[src/rtl/mux_pkg.sv]
// Shared definitions for the datapath source multiplexers: selector encodings,
// the PC increment constant and the selector range check.
package mux_pkg;

    localparam logic [31:0] PC_INCR = 32'd4;

    // Selector encodings driven by the control unit.
    typedef enum logic [2:0] {
        SEL_PC     = 3'd0,
        SEL_INCR   = 3'd1,
        SEL_ALU    = 3'd2,
        SEL_ALUOUT = 3'd3,
        SEL_EPC    = 3'd4
    } sel_e;

    function automatic logic sel_in_range(input logic [31:0] sel, input int n);
        return (sel < 32'(n));
    endfunction

endpackage

[src/rtl/mux_fifo.sv]
// In-order buffer with explicit pointer wrap, occupancy counter and
// ready/valid decoded purely from registered state.
module mux_fifo #(
    parameter int W     = 35,
    parameter int DEPTH = 2,
    localparam int PTR_W = (DEPTH > 1) ? $clog2(DEPTH) : 1,
    localparam int CNT_W = $clog2(DEPTH + 1)
) (
    input  logic         clk,
    input  logic         reset,
    input  logic [W-1:0] push_data,
    input  logic         push_valid,
    output logic         push_ready,
    output logic [W-1:0] pop_data,
    output logic         pop_valid,
    input  logic         pop_ready
);

    logic [W-1:0]     mem [DEPTH];
    logic [PTR_W-1:0] wr_ptr;
    logic [PTR_W-1:0] rd_ptr;
    logic [CNT_W-1:0] count;
    logic             push;
    logic             pop;

    // Wrap is explicit so non-power-of-two depths never step past DEPTH-1.
    function automatic logic [PTR_W-1:0] ptr_next(input logic [PTR_W-1:0] p);
        if (p == PTR_W'(DEPTH - 1)) begin
            return '0;
        end
        return p + 1'b1;
    endfunction

    assign push_ready = (count != CNT_W'(DEPTH));
    assign pop_valid  = (count != '0);
    assign push       = push_valid && push_ready;
    assign pop        = pop_valid && pop_ready;
    assign pop_data   = pop_valid ? mem[rd_ptr] : '0;

    always_ff @(posedge clk) begin
        if (push) begin
            mem[wr_ptr] <= push_data;
        end
    end

    always_ff @(posedge clk) begin
        if (reset) begin
            wr_ptr <= '0;
            rd_ptr <= '0;
            count  <= '0;
        end else begin
            if (push) begin
                wr_ptr <= ptr_next(wr_ptr);
            end
            if (pop) begin
                rd_ptr <= ptr_next(rd_ptr);
            end
            case ({push, pop})
                2'b10:   count <= count + 1'b1;
                2'b01:   count <= count - 1'b1;
                default: count <= count;
            endcase
        end
    end

endmodule

[src/rtl/mux_sel_buffered.sv]
// Channel/constant source multiplexer whose selected word is captured into a
// small in-order buffer; out-of-range selectors fall back to channel 0.
module mux_sel_buffered
    import mux_pkg::*;
#(
    parameter int          WIDTH     = 32,
    parameter int          N_IN      = 5,
    parameter int          SEL_W     = 3,
    parameter int          CONST_IDX = 1,
    parameter logic [31:0] CONST_VAL = PC_INCR,
    parameter int          DEPTH     = 2
) (
    input  logic                  clk,
    input  logic                  reset,
    input  logic [SEL_W-1:0]      sel,
    input  logic [N_IN*WIDTH-1:0] data_in,
    input  logic                  in_valid,
    output logic                  in_ready,
    output logic [WIDTH-1:0]      data_out,
    output logic [SEL_W-1:0]      sel_out,
    output logic                  out_valid,
    input  logic                  out_ready,
    output logic                  sel_err
);

    localparam logic [WIDTH-1:0] CONST_WORD = WIDTH'(CONST_VAL);

    logic                   in_range;
    logic                   is_const;
    logic [SEL_W-1:0]       eff_sel;
    logic [WIDTH-1:0]       chan_word;
    logic [WIDTH-1:0]       sel_word;
    logic [SEL_W+WIDTH-1:0] push_entry;
    logic [SEL_W+WIDTH-1:0] head_entry;
    logic                   accept;

    assign in_range = sel_in_range(32'(sel), N_IN);
    assign is_const = (sel == SEL_W'(CONST_IDX));
    assign eff_sel  = in_range ? sel : '0;

    always_comb begin
        chan_word = '0;
        for (int k = 0; k < N_IN; k++) begin
            if (eff_sel == SEL_W'(k)) begin
                chan_word = data_in[k*WIDTH +: WIDTH];
            end
        end
    end

    assign sel_word   = is_const ? CONST_WORD : chan_word;
    assign push_entry = {eff_sel, sel_word};

    // A transfer happens on a side exactly in a cycle where valid and ready
    // are both high at the rising edge; in_ready depends only on registered
    // occupancy, so a full buffer refuses input even while it is popping.
    assign accept = in_valid && in_ready;

    always_ff @(posedge clk) begin
        if (reset) begin
            sel_err <= 1'b0;
        end else if (accept && !in_range) begin
            sel_err <= 1'b1;
        end
    end

    mux_fifo #(
        .W     (SEL_W + WIDTH),
        .DEPTH (DEPTH)
    ) u_fifo (
        .clk        (clk),
        .reset      (reset),
        .push_data  (push_entry),
        .push_valid (in_valid),
        .push_ready (in_ready),
        .pop_data   (head_entry),
        .pop_valid  (out_valid),
        .pop_ready  (out_ready)
    );

    assign data_out = head_entry[WIDTH-1:0];
    assign sel_out  = head_entry[WIDTH +: SEL_W];

endmodule
[config.mk]
export PLATFORM = sky130hd
export DESIGN_NAME = mux_sel_buffered
export DESIGN_NICKNAME = d
export VERILOG_FILES = /design/src/rtl/mux_pkg.sv /design/src/rtl/mux_fifo.sv /design/src/rtl/mux_sel_buffered.sv
export SDC_FILE = /design/constraint.sdc
export NUM_CORES = 1
export LEC_CHECK = 0
export CAP_MARGIN = 40
export CORE_ASPECT_RATIO = 1.25
export CORE_UTILIZATION = 42
export CTS_CLUSTER_SIZE = 10
export DETAILED_ROUTE_END_ITERATION = 8
export HOLD_SLACK_MARGIN = 0.12
export PLACE_DENSITY = 0.79
export SETUP_SLACK_MARGIN = 0.1
export SLEW_MARGIN = 20
export SYNTH_ARGS = -nofsm -noshare
export SYNTH_HDL_FRONTEND = slang
export SYNTH_SLANG_ARGS = --single-unit
[constraint.sdc]
create_clock -name clk -period 2.5 [get_ports clk]
set_input_delay 0.625 -clock clk [delete_from_list [all_inputs] [get_ports clk]]
set_output_delay 0.625 -clock clk [all_outputs]
set_load 0.005 [all_outputs]
==> Word level (Yosys, flattened, before mapping) <==
Memory sizes are Yosys's and may differ from the RTL's. A register that Yosys moved wholly into a read port is not among the register bits.
Cells that the tools add are included.
{ "classes": {"n_addsub": 4, "n_lt_le_gt_ge": 1, "n_eq_ne": 8, "muxes": 23, "reduce_logical": 7} }
{ "op_table": {"columns": ["cell", "count"], "rows": [
  ["$mux W32", 6],
  ["$mux W35", 1],
  ["$mux W1", 14],
  ["$eq A3 B1 Y1 const B", 2],
  ["$eq A3 B2 Y1 const B", 2],
  ["$pmux W2 S2", 1],
  ["$reduce_bool A2 Y1", 2],
  ["$eq A3 B3 Y1 const B", 1],
  ["$logic_and A1 B1 Y1", 3],
  ["$logic_not A3 Y1", 1],
  ["$lt A3 B3 Y1 const B", 1],
  ["$mux W3", 1],
  ["$add A1 B1 Y1 const B", 2],
  ["$add A2 B1 Y2 const B", 1],
  ["$eq A2 B1 Y1 const B", 1],
  ["$eq A2 B2 Y1 const B", 1],
  ["$ne A2 B2 Y1 const B", 1],
  ["$sub A2 B1 Y2 const B", 1],
  ["$logic_not A1 Y1", 1]
]} }
{ "totals": {"regBits": 5, "mem_bits_rw": 70, "input_bits": 167, "output_inout_bits": 38, "elab_cells": 48, "mem_count": 1} }
{ "mem_list": {"columns": ["name", "words", "width", "rd", "rd_ports_with_merged_regs", "write_ports", "line", "rtl"], "rows": [
  ["u_fifo.mem", 2, 35, 1, 1, 1, "mux_fifo.sv:19", "logic [W-1:0] mem [DEPTH];"]
]} }

==> Depth between registers and ports, before layout <==
Gate-level depths: netlist (run 1).
{ "logic_depth": {"word_depth": 9, "depth_mapped": 6, "ltp_nobuf": 6} }

==> Cells and area by module <==
A second synthesis (run 1) with hierarchy kept.
{ "unflattened": {"hier_cells": 368, "hier_area_um2": 4445.5} }
{ "modules_own_cells": {"columns": ["module", "n_inst", "cells_each", "area_per_inst_um2", "seq_area_each_um2"], "rows": [
  ["mux_fifo", 1, 173, 2854.0, 2202.1],
  ["mux_sel_buffered", 1, 195, 1591.5, 20.0]
]} }

==> Worst setup path before layout (run 1) <==
Ideal clock, no wire load.
{ "synth_path": {"kind": "register -> register", "from": "reg u_fifo.count[0]", "to": "mem u_fifo.mem[1][0], enable pin", "setup_ps": 396, "arrival_ps": 1534, "t_required_ps": 2104, "setup_slack_ps": 571, "stages_incl_launch_ff": 3, "n_path_buf": 0, "synth_period_minus_slack_ps": 1929, "cell_sequence": "dfxtp_1 nand2b_1 and3_1"} }
{ "synth_via": {"elab_chain_cells": 4} }
{ "synth_rtl": {"columns": ["element", "line", "rtl"], "rows": [
  ["start, declared", "mux_fifo.sv:22", "logic [CNT_W-1:0] count;"],
  ["start signal, assigned", "mux_fifo.sv:59", "2'b10: count <= count + 1'b1;"],
  ["start signal, assigned", "mux_fifo.sv:60", "2'b01: count <= count - 1'b1;"],
  ["start signal, assigned", "mux_fifo.sv:61", "default: count <= count;"],
  ["$ne A2 B2 Y1", "mux_fifo.sv:34", "assign push_ready = (count != CNT_W'(DEPTH));"],
  ["named net in_ready", "mux_sel_buffered.sv:18", "output logic in_ready,"],
  ["$logic_and A1 B1 Y1", "mux_fifo.sv:36", "assign push = push_valid && push_ready;"],
  ["$mux W1", "mux_fifo.sv:41", "if (push) begin"],
  ["$mux W1 (not written as such)", "mux_fifo.sv:42", "mem[wr_ptr] <= push_data;"],
  ["end, declared", "mux_fifo.sv:19", null]
]} }
The timed path passes the listed nets, and every way through them passes these cells.

==> Final worst setup path (run 1) <==
{ "layout_path": {"from": "reg u_fifo.count[0]", "to": "out data_out[10]"} }
{ "layout_via": {"elab_chain_cells": 2} }
{ "layout_rtl": {"columns": ["element", "line", "rtl"], "rows": [
  ["$reduce_bool A2 Y1", "mux_fifo.sv:35", "assign pop_valid = (count != '0);"],
  ["$mux W35", "mux_fifo.sv:38", "assign pop_data = pop_valid ? mem[rd_ptr] : '0;"],
  ["end, declared", "mux_sel_buffered.sv:19", "output logic [WIDTH-1:0] data_out,"]
]} }
No other way between the ends.

==> results of run 1 <==
worst max path at each step:
stage	to
final	data_out[10]
after global placement	data_out[24]
after global routing	data_out[11]
after CTS	data_out[16]
after floorplan	u_fifo.mem[1][0]
after detailed placement	data_out[11]
registers in the layout (all words and copies together), names as in the netlist, named ones only:
signal,cells
u_fifo.mem,70
u_fifo.count,2
sel_err,1
u_fifo.rd_ptr,1
u_fifo.wr_ptr,1
worst max-delay path, cell delays in order, from the launching register on:
cell	delay (ns)
dfxtp_2	0.44
nor2_4	0.07
buf_12	0.15
nor2_1	0.13
clkdlybuf4s50_1	0.56
repair_timing:
item | in CTS | in global routing
setup endpoints to repair | 36 | 20
hold buffers | 0 | 0
endpoints found under the hold margin | 0 | 0
resized for setup | 4 | 2
cloned | 1 | 0
setup buffers | 1 | 1
pin swaps | 1 | 1
per-stage QoR:
stage | worst slack, ns | total power [mW] | hold slack (ns) | area [um2] | instances
finish | 0.191 | 5.27 | 0.497 | 6690 | 668
global route | 0.112 | 5.52 | 0.554 | 6690 | 668
floorplan | 0.571 | 2.70 | 0.465 | 4440 | 368
global placement | 0.198 | 3.77 | 0.462 | 6300 | 649
CTS | 0.124 | 5.25 | 0.501 | 6660 | 667
detailed placement | 0.178 | 3.82 | 0.477 | 6300 | 649
cell usage in the layout (no fill, tap or decap), types with 2 or more instances in the layout:
| master | netlist | final |
|---|---|---|
| dfxtp_2 | 0 | 3 |
| nand2_1 | 63 | 63 |
| clkinv_2 | 0 | 2 |
| nor2_4 | 1 | 3 |
| and2_1 | 2 | 2 |
| nor2b_1 | 2 | 2 |
| clkbuf_16 | 0 | 12 |
| mux2_4 | 27 | 27 |
| or3_1 | 2 | 2 |
| a221oi_1 | 4 | 4 |
| mux2i_1 | 36 | 36 |
| buf_12 | 0 | 10 |
| clkdlybuf4s50_1 | 0 | 169 |
| a221oi_2 | 27 | 27 |
| clkbuf_1 | 3 | 2 |
| o21ai_0 | 2 | 2 |
| edfxtp_1 | 70 | 70 |
| buf_2 | 19 | 3 |
| nor2_1 | 41 | 40 |
| dfxtp_1 | 6 | 3 |
| buf_4 | 5 | 5 |
| a21oi_1 | 2 | 2 |
| xor2_1 | 2 | 2 |
| inv_1 | 3 | 3 |
| mux2_2 | 4 | 4 |
| a31oi_1 | 31 | 31 |
synthesized netlist by cell type, types with 2 or more instances:
cell      number  area, um2
xor2_1         2       17.5
a221oi_1       4       35.0
edfxtp_1      70       2100
mux2_2         4       45.0
mux2i_1       36        360
buf_1          2       7.51
dfxtp_1        6        120
buf_6          4       45.0
a21oi_1        2       10.0
nor2b_1        2       12.5
nor2_1        41        154
or3_1          2       12.5
a221oi_2      27        405
o21ai_0        2       10.0
nand2_1       63        236
a31oi_1       31        194
inv_1          3       11.3
clkbuf_1       3       11.3
buf_4          5       37.5
and2_1         2       12.5
buf_2         19       95.1
mux2_4        27        405
kinds of logic (layout without fill, tap and decap cells):
| kind of cell | count (synthesis) | count (layout) | share of synthesized area (%) |
|---|---|---|---|
| fa+ha+maj | 1 | 1 | 0.282 |
| xor+xnor | 3 | 3 | 0.592 |
| simple gates | 115 | 116 | 10.5 |
| mux | 67 | 67 | 18.3 |
| flops | 76 | 76 | 50.1 |
| compound gates | 70 | 70 | 15.6 |
| buf+inv | 36 | 206 | 4.68 |
power groups by stage:
stage / Combinational, mW / Clock [mW] / Sequential [mW]
detailed placement: 2.09 / 0 / 1.74
CTS: 2.19 / 1.32 / 1.74
global route: 2.40 / 1.37 / 1.76
global placement: 2.05 / 0 / 1.73
floorplan: 0.991 / 0 / 1.71
finish: 2.23 / 1.30 / 1.74
final cells by class:
class                      count  area (um2)
fill                         793        3520
sequential                    76        2230
multi-input combinational    257        2030
timing repair buffer         187        1940
clock buffer                  14         308
tap                          129         161
inverter                       3        11.3
clock inverter                 2        10.0
layer usage:
metal / part of all wire [%] / wire length (um) / track usage, % / vias up
met4: 3.0 / 343 / 11.3 / 0
li1: - / - / - / 1734
met1: 38 / 4320 / 21.2 / 1738
met2: 55 / 6300 / 40.9 / 106
met5: 0 / 0 / 0 / -
met3: 3.8 / 436 / 3.17 / 23
==> impl_metrics.env, run 1 <==
export IMPL_status="completed"
export IMPL_finalWirelength_um=11400
export IMPL_routed_via_density=5.39
export IMPL_setup_viol=0
export IMPL_finalHoldViolCount=0
export IMPL_cp_start_kind="flip-flop"
export IMPL_die_y_um=117
export IMPL_dr_pass1_iters=4
export IMPL_rr_worst_depth=5
export IMPL_combPwrFrac_pct=42.4
export IMPL_core_rowCount=41
export IMPL_syn_nets=536
export IMPL_maxCapViolations=0
export IMPL_drcViolationCount=0
export IMPL_grt_pass1_wl_um=17400
export IMPL_cts_reportedPaths_clkPinSlew_ns=0.06
export IMPL_syn_area_um2=4440
export IMPL_irDropWorstVdd_mv=0.404
export IMPL_fmax_ghz=0.433
export IMPL_final_core_util_pct=65.5
export IMPL_grt_max_degree=69
export IMPL_critPathKind="flip-flop to primary output"
export IMPL_gp_congestion=0.725
export IMPL_hold_depth=2
export IMPL_floorplan_initialDensity_pct=43.5
export IMPL_drive_gt1_share_pct=18.4
export IMPL_period_share_pct=92.4
export IMPL_p_leak_nw=2.43
export IMPL_cp_end_kind="primary output"
export IMPL_fp_dieW_um=93.9
export IMPL_area_growth_syn_to_layout_pct=50.7
export IMPL_rsz0062_at_grt="false"
export IMPL_grt_pass1_vias=3716
export IMPL_drt_initial_drc_count=136
export IMPL_yosysWarnings=0
export IMPL_grtUsageTotal_pct=20.9
export IMPL_p_int_mw=3.75
export IMPL_power_density_nw_per_um2=788
export IMPL_worstHoldPathType="flip-flop to flip-flop"
export IMPL_power_frac_seq_pct=33.0
export IMPL_switchingPower_mw=1.52
export IMPL_cts_path_max_buffers=2
export IMPL_r2r_end="u_fifo.count[1]"
export IMPL_maxSlewHeadroom_pct=65.7
export IMPL_synthFlopType="edfxtp_1"
export IMPL_p_clk_share_pct=24.6
export IMPL_cts_buffers_inserted=9
export IMPL_crit_required_ns=1.88
export IMPL_wl_per_cell_um=17.1
export IMPL_post_synth_num_cell_types=33
export IMPL_synth_edf_count=70
export IMPL_clock_latency_ns=0.32
export IMPL_fin_skew_ns=0.00728
export IMPL_period_needed_ns=2.31
export IMPL_nNetsFinal=702
export IMPL_setup_tns_ns=0
export IMPL_grt_overflow_total=0
export IMPL_r2r_slack_ns=0.76
export IMPL_path_max_fanout=18
export IMPL_coreArea_um2=10200
export IMPL_synth_async_reset_ratio_pct=0
export IMPL_yosys_register_bits=76
export IMPL_synthCells=368
export IMPL_vias=3601
export IMPL_drv_slew=0
export IMPL_worst_pin_slew_ns=0.515
export IMPL_io_pin_count=205
export IMPL_cts_sinks=76
export IMPL_portBuffers=172
export IMPL_antenna_found_initial=0
export IMPL_dp_hpwl_um=7890
export IMPL_htree_num_levels=3
export IMPL_antennaDiodeCount=0
export IMPL_worstHoldStart="sel_err"
export IMPL_critPathArrivalTime_ns=1.68
export IMPL_crit_start="u_fifo.count[0]"
export IMPL_worstHoldEndpoint="sel_err"
export IMPL_final_antenna_net_count=0
export IMPL_dieArea_um2=11000
export IMPL_cts_tree="built"
export IMPL_ys_seq_area_share_pct=50.1
export IMPL_r2r_start="u_fifo.count[0]"
export IMPL_syn_avg_cell_area_um2=12.1
export IMPL_sw_frac_of_total_pct=28.9
export IMPL_root_buffer="clkbuf_16"
(Power assumes the default switching activity.)
==> run 2: changes to the inputs <==
--- a/config.mk
+++ b/config.mk
@@ -10,6 +10,7 @@
 export CORE_UTILIZATION = 42
 export CTS_CLUSTER_SIZE = 10
 export DETAILED_ROUTE_END_ITERATION = 8
+export GPL_ROUTABILITY_DRIVEN = 0
 export HOLD_SLACK_MARGIN = 0.12
 export PLACE_DENSITY = 0.79
 export SETUP_SLACK_MARGIN = 0.1
==> constraint.sdc (replaced) <==
create_clock -name clk -period 2.5 [get_ports clk]
set_input_delay 0.625 -clock clk [delete_from_list [all_inputs] [get_ports clk]]
set_output_delay 0.625 -clock clk [all_outputs]
set_load 0.1 [all_outputs]
==> impl_metrics.env, run 2 (same netlist as run 1, synthesis figures left out) <==
export IMPL_status="completed"
export IMPL_grt_use_met2_pct=41.4
export IMPL_dr_pass1_iters=4
export IMPL_cts_sinks=76
export IMPL_post_cts_buffers=0
export IMPL_cts_buffers_inserted=9
export IMPL_fp_dieW_um=93.9
export IMPL_area_growth_syn_to_layout_pct=58.4
export IMPL_setup_viol=0
export IMPL_vias=3617
export IMPL_rsz0062_at_grt="false"
export IMPL_hold_buffers=0
export IMPL_cp_start_kind="flip-flop"
export IMPL_period_share_pct=87.5
export IMPL_finalWirelength_um=11400
export IMPL_maxCapViolations=0
export IMPL_p_leak_nw=2.57
export IMPL_drt_initial_drc_count=135
export IMPL_pre_cts_ws_ns=0.370
export IMPL_use_met3_pct=4.26
export IMPL_setup_tns_ns=0
export IMPL_core_rowCount=41
export IMPL_grt_pass1_wl_um=17400
export IMPL_crit_required_ns=1.88
export IMPL_drcViolationCount=0
export IMPL_clock_latency_ns=0.32
export IMPL_critPathKind="flip-flop to primary output"
export IMPL_grt_max_degree=69
export IMPL_drv_slew=0
export IMPL_portBuffers=172
export IMPL_critPathArrivalTime_ns=1.56
export IMPL_grt_busiest_layer="met2"
export IMPL_wl_per_cell_um=17.2
export IMPL_cp_end_kind="primary output"
export IMPL_final_antenna_net_count=0
export IMPL_top_regs="u_fifo.mem x70, u_fifo.count x2"
export IMPL_root_buffer="clkbuf_16"
export IMPL_maxSlewHeadroom_pct=75.9
export IMPL_cts_reportedPaths_clkPinSlew_ns=0.06
export IMPL_antenna_found_initial=0
export IMPL_period_needed_ns=2.19
export IMPL_dieArea_um2=11000
export IMPL_worstHoldPathType="flip-flop to flip-flop"
export IMPL_io_pin_count=205
export IMPL_final_core_util_pct=68.9
export IMPL_layout_commonest_cell="clkdlybuf4s50_1"
export IMPL_routed_via_density=5.42
export IMPL_met1_usage_pct=21.3
export IMPL_worst_pin_slew_ns=0.361
export IMPL_grtUsageTotal_pct=21.0
export IMPL_antennaDiodeCount=0
export IMPL_fin_skew_ns=0.00578
export IMPL_irDropWorstVdd_mv=0.536
export IMPL_power_density_nw_per_um2=1170
export IMPL_cts_tree="built"
export IMPL_layout_cells_most_common_list="clkdlybuf4s50_1, edfxtp_1, nand2_1, buf_12, mux2i_1"
export IMPL_cts_path_max_buffers=2
export IMPL_grt_pass1_vias=3683
export IMPL_grt_overflow_total=0
export IMPL_coreArea_um2=10200
export IMPL_dp_hpwl_um=8290
export IMPL_largest_register="u_fifo.mem"
export IMPL_floorplan_initialDensity_pct=43.5
export IMPL_die_y_um=117
export IMPL_nNetsFinal=701
export IMPL_fmax_ghz=0.457
export IMPL_fin_ws_ns=0.313
export IMPL_path_max_fanout=19
export IMPL_largest_reg_flops=70
export IMPL_htree_num_levels=3
export IMPL_finalHoldViolCount=0
export IMPL_drive_gt1_share_pct=30.9
export IMPL_post_cts_resized=0
-- run 2: cell count changes in the layout (fill, tap and decap cells not counted), sizes merged --
cell and change:
nor2 -1, buf +38, clkdlybuf4s50 -38, clkbuf -3
clkinvlp +1, bufinv +2
-- run 2: critical path, stage by stage (launching register included) --
cell and delay, ns:
dfxtp_1 0.46, nor2_4 0.07, buf_4 0.23, nor2_1 0.25, buf_12 0.21
-- run 2: area by class of cell --
class	count	area, um2
Sequential cell	76	2220
Clock inverter	5	76.3
Tap cell	129	161
Inverter	3	11.3
Clock buffer	11	233
Multi-Input combinational cell	256	2100
Timing Repair Buffer	187	2220
Fill cell	740	3180
-- run 2: stage by stage --
step	area [um2]	instances	total power, mW	hold WS, ns
detailed placement	6720	651	6.98	0.502
finish	7030	667	8.24	0.518
CTS	7030	667	8.31	0.517
global route	7030	667	8.51	0.568
floorplan	4520	368	5.06	0.472
global placement	6720	651	6.93	0.467
-- run 2: path summary, 6_finish.rpt --
kind | cells past startpoint | slack (ns) | from | end
worst min-delay path | 2 | 0.52 | u_fifo.rd_ptr | u_fifo.rd_ptr
worst min register to register | 2 | 0.52 | u_fifo.rd_ptr | u_fifo.rd_ptr
worst max register to register | 5 | 0.84 | u_fifo.count[0] | u_fifo.count[1]
worst max-delay path | 4 | 0.31 | u_fifo.count[0] | data_out[9]
-- run 2: routing by layer --
| metal | part of all wire [%] | routed length, um | up-vias |
|---|---|---|---|
| li1 | - | - | 1728 |
| met2 | 56 | 6450 | 122 |
| met1 | 35 | 4020 | 1745 |
| met4 | 2.6 | 296 | 0 |
| met3 | 5.9 | 679 | 22 |
| met5 | 0 | 0 | - |
-- run 2: power by group --
group          total, mW  switching (mW)  internal (mW)
combinational       5.21            3.38           1.82
sequential          1.72          0.0762           1.64
clock               1.32           0.450          0.868
total               8.24            3.91           4.33
==> run 3: changes to the inputs <==
==> constraint.sdc (replaced) <==
create_clock -name clk -period 2.3 [get_ports clk]
set_input_delay 0.575 -clock clk [delete_from_list [all_inputs] [get_ports clk]]
set_output_delay 0.575 -clock clk [all_outputs]
set_load 0.1 [all_outputs]
==> impl_metrics.env, run 3 (same netlist as run 1, synthesis figures left out) <==
export IMPL_cts_buffers_inserted=9
export IMPL_r2r_slack_ns=0.52
export IMPL_worstHoldPathType="flip-flop to flip-flop"
export IMPL_nNetsFinal=700
export IMPL_finalNonFillerCells=666
export IMPL_rr_worst_depth=5
export IMPL_hold_depth=2
export IMPL_fin_ws_ns=0.190
export IMPL_cts_tree="built"
export IMPL_largest_register="u_fifo.mem"
export IMPL_cts_reportedPaths_clkPinSlew_ns=0.06
export IMPL_grt_pass1_vias=3808
export IMPL_whs_ns=0.502
export IMPL_finalPower_mw=9.46
export IMPL_wl_per_cell_um=17.7
export IMPL_routed_via_density=5.42
export IMPL_rsz0062_at_grt="false"
export IMPL_cts_sinks=76
export IMPL_area_growth_syn_to_layout_pct=63.7
export IMPL_power_density_nw_per_um2=1300
export IMPL_fmax_ghz=0.474
export IMPL_drcViolationCount=0
export IMPL_power_frac_seq_pct=19.7
export IMPL_layout_cells_most_common_list="clkdlybuf4s50_1, edfxtp_1, nand2_1, buf_12, mux2i_1"
export IMPL_top_regs="u_fifo.mem x70, u_fifo.count x2"
export IMPL_r2r_end="u_fifo.count[1]"
export IMPL_clock_latency_ns=0.33
export IMPL_setup_tns_ns=0
export IMPL_antenna_found_initial=0
export IMPL_layout_commonest_cell="clkdlybuf4s50_1"
export IMPL_die_y_um=117
export IMPL_critPathArrivalTime_ns=1.53
export IMPL_worstHoldEndpoint="sel_err"
export IMPL_period_share_pct=91.7
export IMPL_finalWirelength_um=11800
export IMPL_cp_end_kind="primary output"
export IMPL_largest_reg_flops=70
export IMPL_floorplan_initialDensity_pct=43.5
export IMPL_period_needed_ns=2.11
export IMPL_grt_overflow_total=0
export IMPL_post_cts_resized=0
export IMPL_dp_hpwl_um=8540
export IMPL_portBuffers=172
export IMPL_drv_slew=0
export IMPL_worst_pin_slew_ns=0.510
export IMPL_combPwrFrac_pct=65.1
export IMPL_critPathKind="flip-flop to primary output"
export IMPL_post_cts_buffers=0
export IMPL_irDropWorstVdd_mv=0.723
export IMPL_sw_frac_of_total_pct=48.0
export IMPL_grtUsageTotal_pct=22.0
export IMPL_worstHoldStart="sel_err"
export IMPL_grt_max_degree=43
export IMPL_path_max_fanout=35
export IMPL_finalHoldViolCount=0
export IMPL_p_leak_nw=2.63
export IMPL_hold_buffers=0
export IMPL_fill_cells=716
export IMPL_final_area_um2=7260
export IMPL_maxCapViolations=0
export IMPL_cp_start_kind="flip-flop"
export IMPL_final_core_util_pct=71.2
export IMPL_r2r_start="u_fifo.count[0]"
export IMPL_final_antenna_net_count=0
export IMPL_crit_required_ns=1.73
export IMPL_fp_dieW_um=93.9
export IMPL_maxSlewHeadroom_pct=66.0
export IMPL_dr_pass1_iters=4
export IMPL_setup_viol=0
export IMPL_cts_path_max_buffers=2
export IMPL_fin_skew_ns=0.00526
export IMPL_htree_num_levels=3
export IMPL_io_pin_count=205
export IMPL_p_clk_share_pct=15.2
export IMPL_grt_pass1_wl_um=18200
export IMPL_antennaDiodeCount=0
export IMPL_drive_gt1_share_pct=30.5
export IMPL_pre_cts_ws_ns=0.0961
export IMPL_drt_initial_drc_count=120
export IMPL_place_area_um2=6950
export IMPL_switchingPower_mw=4.54
export IMPL_coreArea_um2=10200
export IMPL_dieArea_um2=11000
export IMPL_vias=3613
export IMPL_core_rowCount=41
export IMPL_dp_cells=650
export IMPL_root_buffer="clkbuf_16"
export IMPL_p_int_mw=4.92
export IMPL_status="completed"
[run 3: cell types whose count changed in the layout (fill, tap and decap cells not counted), moves of 2 or more]
cell / previous run / this run
nor2_2: 32 / 0
nor2_4: 2 / 32
buf_4: 13 / 5
buf_12: 40 / 47
clkbuf_16: 9 / 12
bufinv_16: 2 / 0
nor2_1: 8 / 10
[run 3: worst max-delay path by stage]
stage / to / cells past startpoint / start / slack [ns]
floorplan: data_out[0] / 3 / flip-flop / -0.09
global placement: u_fifo.count[1] / 5 / in_valid / 0.24
detailed placement: u_fifo.count[1] / 5 / in_valid / 0.1
CTS: data_out[16] / 4 / flip-flop / 0.17
global route: data_out[2] / 4 / flip-flop / 0.13
finish: data_out[16] / 4 / flip-flop / 0.19
[run 3: worst max-delay path: stages, from the launching register on]
cell     delay, ns
dfxtp_2       0.34
buf_12        0.25
mux2i_1       0.35
nor2_4        0.07
buf_12        0.17
[run 3: power groups by stage]
stage	sequential (mW)	clock, mW	combinational, mW
after floorplan	1.88	0	3.94
after global placement	1.88	0	6.11
after detailed placement	1.89	0	6.19
after CTS	1.86	1.45	6.20
after global routing	1.88	1.52	6.36
final	1.86	1.44	6.15
[run 3: cell type report]
cell class / count / area [um2] / area share, %
inverter: 3 / 11.3 / 0.155
timing repair buffer: 186 / 2300 / 31.7
clock inverter: 2 / 11.3 / 0.155
clock buffer: 14 / 308 / 4.24
multi-input combinational: 256 / 2240 / 30.9
sequential: 76 / 2220 / 30.6
tap: 129 / 161 / 2.22
[run 3: layer usage]
| layer | global-route usage, % | routed length, um | vias to the layer above |
|---|---|---|---|
| met1 | 22.7 | 4140 | 1711 |
| met5 | 0 | 0 | - |
| li1 | - | - | 1727 |
| met2 | 42.3 | 6640 | 150 |
| met4 | 10.2 | 351 | 0 |
| met3 | 4.46 | 673 | 25 |
